==> src/rtl/seg_display_scanner.sv <==
// seg_display_scanner: latches the CPU syscall display value, picks one of four
// 32-bit sources, snapshots it once per scan frame and multiplexes the eight
// hex digits onto a common-anode seven-segment display (active-low anodes and
// cathodes, digit 0 rightmost).
module seg_display_scanner #(
  parameter int SCAN_DIV = 100000
) (
  input  logic        clk,
  input  logic        rst,
  input  logic        led_cpu_enable,
  input  logic [31:0] led_data_in,
  input  logic [31:0] total_cycles,
  input  logic [31:0] condi_branch_num,
  input  logic [31:0] uncondi_branch_num,
  input  logic [1:0]  disp_sel,
  output logic [7:0]  seg_an,
  output logic [7:0]  seg_cat,
  output logic        led_valid
);

  // 24 bits covers the largest legal divider (2^24 cycles per digit)
  localparam logic [23:0] PRESC_LAST = 24'(SCAN_DIV - 1);

  logic [23:0] prescaler;
  logic        tick;
  logic [2:0]  idx;
  logic [31:0] latched;
  logic [31:0] snap;
  logic        snap_dp;
  logic [31:0] src_value;
  logic [3:0]  nibble;
  logic [6:0]  seg_code;

  assign tick = (prescaler == PRESC_LAST);

  // Digit dwell prescaler: 0..SCAN_DIV-1, wrapping on tick
  always_ff @(posedge clk or posedge rst) begin
    if (rst)       prescaler <= '0;
    else if (tick) prescaler <= '0;
    else           prescaler <= prescaler + 24'd1;
  end

  // Syscall latch; a held strobe re-latches every cycle, valid is sticky
  always_ff @(posedge clk or posedge rst) begin
    if (rst) begin
      latched   <= '0;
      led_valid <= 1'b0;
    end else if (led_cpu_enable) begin
      latched   <= led_data_in;
      led_valid <= 1'b1;
    end
  end

  // Digit index advances once per dwell, wrapping 7 -> 0
  always_ff @(posedge clk or posedge rst) begin
    if (rst)       idx <= '0;
    else if (tick) idx <= idx + 3'd1;
  end

  // Source mux feeding the frame snapshot
  always_comb begin
    src_value = latched;
    case (disp_sel)
      2'd0:    src_value = latched;
      2'd1:    src_value = total_cycles;
      2'd2:    src_value = condi_branch_num;
      default: src_value = uncondi_branch_num;
    endcase
  end

  // Frame snapshot at the wrap edge; the dp flag marks "syscall source, nothing latched yet"
  always_ff @(posedge clk or posedge rst) begin
    if (rst) begin
      snap    <= '0;
      snap_dp <= 1'b1;
    end else if (tick && (idx == 3'd7)) begin
      snap    <= src_value;
      snap_dp <= (disp_sel == 2'd0) && !led_valid;
    end
  end

  assign nibble = snap[{idx, 2'b00} +: 4];

  // Hex to active-low segments, bit 0 = a .. bit 6 = g
  always_comb begin
    seg_code = 7'h7F;
    case (nibble)
      4'h0: seg_code = 7'h40;
      4'h1: seg_code = 7'h79;
      4'h2: seg_code = 7'h24;
      4'h3: seg_code = 7'h30;
      4'h4: seg_code = 7'h19;
      4'h5: seg_code = 7'h12;
      4'h6: seg_code = 7'h02;
      4'h7: seg_code = 7'h78;
      4'h8: seg_code = 7'h00;
      4'h9: seg_code = 7'h10;
      4'hA: seg_code = 7'h08;
      4'hB: seg_code = 7'h03;
      4'hC: seg_code = 7'h46;
      4'hD: seg_code = 7'h21;
      4'hE: seg_code = 7'h06;
      default: seg_code = 7'h0E;
    endcase
  end

  // Registered display drive; blank while in reset
  always_ff @(posedge clk or posedge rst) begin
    if (rst) begin
      seg_an  <= 8'hFF;
      seg_cat <= 8'hFF;
    end else begin
      seg_an  <= ~(8'h01 << idx);
      seg_cat <= {~((idx == 3'd0) && snap_dp), seg_code};
    end
  end

endmodule

==> config.mk <==
export PLATFORM = sky130hd
export DESIGN_NAME = seg_display_scanner
export DESIGN_NICKNAME = d
export VERILOG_FILES = /design/src/rtl/seg_display_scanner.sv
export SDC_FILE = /design/constraint.sdc
export NUM_CORES = 1
export LEC_CHECK = 0
export CORE_AREA = 3 3 108 110
export CTS_CLUSTER_SIZE = 25
export DETAILED_ROUTE_END_ITERATION = 6
export DIE_AREA = 0 0 111 113
export GPL_ROUTABILITY_DRIVEN = 0
export PLACE_DENSITY = 0.85
export SLEW_MARGIN = 20
export SYNTH_ARGS = -nofsm -noshare
export SYNTH_HDL_FRONTEND = slang
export SYNTH_SLANG_ARGS = --single-unit
export TNS_END_PERCENT = 1
==> constraint.sdc <==
create_clock -name clk -period 10.5 [get_ports clk]
set_input_delay 2.625 -clock clk [delete_from_list [all_inputs] [get_ports clk]]
set_output_delay 2.625 -clock clk [all_outputs]
set_load 0.005 [all_outputs]
==> qor.log <==
INFO  power          cellLeakagePower=3.081nW
INFO  critical_path  path_max_fanout=1
INFO  power          worst_ir_drop_vdd=72.73uV
INFO  sta            setup-tns-final=0ps
INFO  critical_path  cp_slowest_cell=sky130_fd_sc_hd__dfstp_2
INFO  run_status     result_of_the_run=complete, no violations
INFO  sta            postLayoutSetupSlackWorst=6487ps
INFO  finish         final_core_utilization=0.6871
INFO  detailed_routing maxUsedRoutingLayer=met4
INFO  cts            cts_sinks=109
INFO  sta            worst_slew_margin_rel=0.4266
INFO  finish         area_used_by_multi_input_combinational_logic=0.002770mm^2
INFO  synth          yosys_warning_count=0
INFO  floorplan      row_count=38
INFO  grt            grt_first_pass_wirelength=21.41mm
INFO  finish         post_route_cells_drive_above_1_share=0.3030
INFO  floorplan      die_height=113um
INFO  sta            timing.final.max_slew_violations=0
INFO  detailed_routing via_density=5.648
INFO  finish         most_frequent_cells_in_the_layout=sky130_fd_sc_hd__clkdlybuf4s50_1, sky130_fd_sc_hd__dfrtp_1, sky130_fd_sc_hd__mux4_2, sky130_fd_sc_hd__mux2_2, sky130_fd_sc_hd__mux2_4
INFO  synth          async_flop_share=1.000
INFO  detailed_routing route.met2.wl=6.931mm
INFO  synth          post_synth_instance_area=0.005685mm^2
INFO  synth          yosys.cell_types.count=46
INFO  cts            numCtsBuffers=9
INFO  detailed_routing met3WireLength=935um
INFO  grt            global_route_usage_sum=0.2176
INFO  sta            worst_slew_pin_slew=860.1ps
INFO  cts            tritoncts_clock_tree=built
INFO  sta            finClkSkew=18.59ps
INFO  finish         num_antenna_cells=0
INFO  detailed_routing finalWirelength=13.14mm
INFO  sta            fmax=249.2MHz
INFO  critical_path  delay_of_the_slowest_cell_on_the_worst_path=530ps
INFO  synth          synth-edff-count=0
INFO  synth          syn_avg_cell_area=14.88um^2
INFO  synth          synth-main-ff-cell=sky130_fd_sc_hd__dfrtp_1
INFO  critical_path  startpoint_type_of_the_worst_setup_path=flop
INFO  critical_path  worst-endpoint-arrival=1390ps
INFO  cts            cts.path.max_buffers=2
INFO  finish         syn_to_final_growth=30.44%
INFO  cts            clk_transition_reported_paths=100ps
INFO  sta            rsz_0062_raised_after_global_routing=false
INFO  sta            final_period_minus_worst_setup_slack=4013ps
INFO  sta            hold_viol_final=0
INFO  floorplan      initial_utilization=0.5268
INFO  cts            hold_buf_count_cts=0
INFO  finish         layout.area.seq=0.002749mm^2
INFO  synth          postSynthCellCount=382
INFO  detailed_routing ant_nets=0
INFO  worst_hold_path holdCritPathClass=reg2reg
INFO  critical_path  timing_worst_setup_path_type=reg2out
INFO  synth          syn_nets=527
INFO  floorplan      design.portCount=150
INFO  synth          yosysSeqAreaShare=0.4835
INFO  sta            setup_viol=0
INFO  grt            grt.overflow.total=0
INFO  power          post-layout-total-power=0.8584mW
INFO  cts            cts-htree-levels=3
INFO  finish         layout.cells.most_common=sky130_fd_sc_hd__clkdlybuf4s50_1
INFO  job            timing.max_cap.violations=0
INFO  detailed_routing drtIter0Drc=132
INFO  grt            grt_antenna_before_repair=0
INFO  cts            cts_root_buf=sky130_fd_sc_hd__clkbuf_8
INFO  sta            layout_worst_path_cycle_share=0.3822
INFO  placement      pre_cts_slack=5983ps
INFO  critical_path  worstPathBufferInverterCount=1
INFO  critical_path  worst_ep_required_time=7880ps
INFO  detailed_routing pre_repair_dr_iteration_count=4
INFO  detailed_routing met1_length=5.018mm
INFO  detailed_routing wire_per_inst=19.67um
INFO  cts            post_cts.resized_instances=0
INFO  floorplan      fp.dieW=111um
INFO  finish         fillers=732
INFO  synth          postSynthRegisterBits=109
INFO  critical_path  critical_path.top_delay_family=flip-flops
INFO  finish         num-nets-final=668
INFO  grt            grt_start_max_net_pins=70
INFO  placement      buffer_ports.inserted=149
INFO  cts            clock_latency=380ps
INFO  detailed_routing via_count=3773
INFO  critical_path  path_cells=clkdlybuf4s50_1
INFO  cts            cts_setup_buffers=0
INFO  floorplan      core_region_area=0.01079mm^2
INFO  power          pwr_density_cell=115.8mW/mm^2
INFO  grt            first_global_vias=4150
INFO  critical_path  worst_setup_path_end_kind=output port
INFO  placement      detailed_place_hpwl=9.993mm
INFO  detailed_routing route.detailed.drc=0
INFO  floorplan      fp.dieArea=0.01254mm^2
[routing by layer]
| metal | track usage | vias to the layer above |
|---|---|---|
| met1 | 0.2602 | 1913 |
| li1 | - | 1691 |
| met2 | 0.3863 | 150 |
| met4 | 0.06158 | 0 |
| met5 | 0 | - |
| met3 | 0.06310 | 19 |
[synth_stat cells, types with 9 or more instances]
master | count | area, um^2
sky130_fd_sc_hd__clkbuf_1 | 9 | 33.78
sky130_fd_sc_hd__dfrtp_1 | 92 | 2302
sky130_fd_sc_hd__dfstp_2 | 17 | 446.7
sky130_fd_sc_hd__ha_1 | 12 | 150.1
sky130_fd_sc_hd__inv_1 | 11 | 41.29
sky130_fd_sc_hd__mux2_2 | 40 | 450.4
sky130_fd_sc_hd__mux2_4 | 30 | 450.4
sky130_fd_sc_hd__mux4_2 | 40 | 900.9
sky130_fd_sc_hd__nand2_1 | 15 | 56.30
sky130_fd_sc_hd__nand3_1 | 11 | 55.05
sky130_fd_sc_hd__nor2_1 | 10 | 37.54
sky130_fd_sc_hd__xnor2_1 | 16 | 140.1
[stage by stage]
step / hold WS, ps / instance area, um^2 / instances
6_report: 490.8 / 7416 / 668
5_1_grt: 511.8 / 7416 / 668
4_1_cts: 498.6 / 7413 / 668
3_5_place_dp: 476.5 / 7238 / 652
3_3_place_gp: 474.9 / 7238 / 652
2_1_floorplan: 446.3 / 5685 / 382
[cell families (layout without fill, tap and decap cells)]
kind of cell,after synthesis,after routing,synth area share
AND/OR/NAND/NOR,75,75,0.07593
multiplexers,120,120,0.3389
flip-flops,109,109,0.4835
XOR/XNOR,20,20,0.03213
AO/OA/AOI/OAI,13,13,0.01387
adder cells (fa/ha/maj),12,12,0.02641
buffers and inverters,33,179,0.02927
[final timing paths]
path / from / endpoint / slack (ps) / cells after the start
setup / recovery: seg_an[0]$_DFF_PP1_ / seg_an[0] / 6490 / 1
hold / removal: snap_dp$_DFFE_PP1P_ / seg_cat[7]$_DFF_PP1_ / 490 / 1
setup reg to reg: idx[0]$_DFFE_PP0N_ / seg_cat[4]$_DFF_PP1_ / 7830 / 6
hold reg to reg: snap_dp$_DFFE_PP1P_ / seg_cat[7]$_DFF_PP1_ / 490 / 1
max in group asynchronous: rst / snap[12]$_DFFE_PP0P_ / 6660 / 3
min in group asynchronous: rst / snap[3]$_DFFE_PP0P_ / 2610 / 2
[sequential cells by signal, summed over array words and instances (netlist names)]
signal / cells
latched: 32
idx: 3
prescaler: 24
seg_an: 8
snap: 32
seg_cat: 8
led_valid: 1
snap_dp: 1
[where the power goes]
group          internal (mW)  total, mW  switching, mW
Combinational          0.108      0.157         0.0493
Clock                 0.0921      0.234          0.142
Sequential             0.450      0.468         0.0172
[layout make-up]
cell class              instances  share of cell area
clock buffers                  10             0.01856
clock inverters                 6            0.005062
inverters                      12            0.006411
multi-input cells             240              0.3735
flip-flops and latches        109              0.3707
well taps                     140             0.02362
repair buffers                151              0.2021
Note: power is estimated with default switching activity, not from simulation.
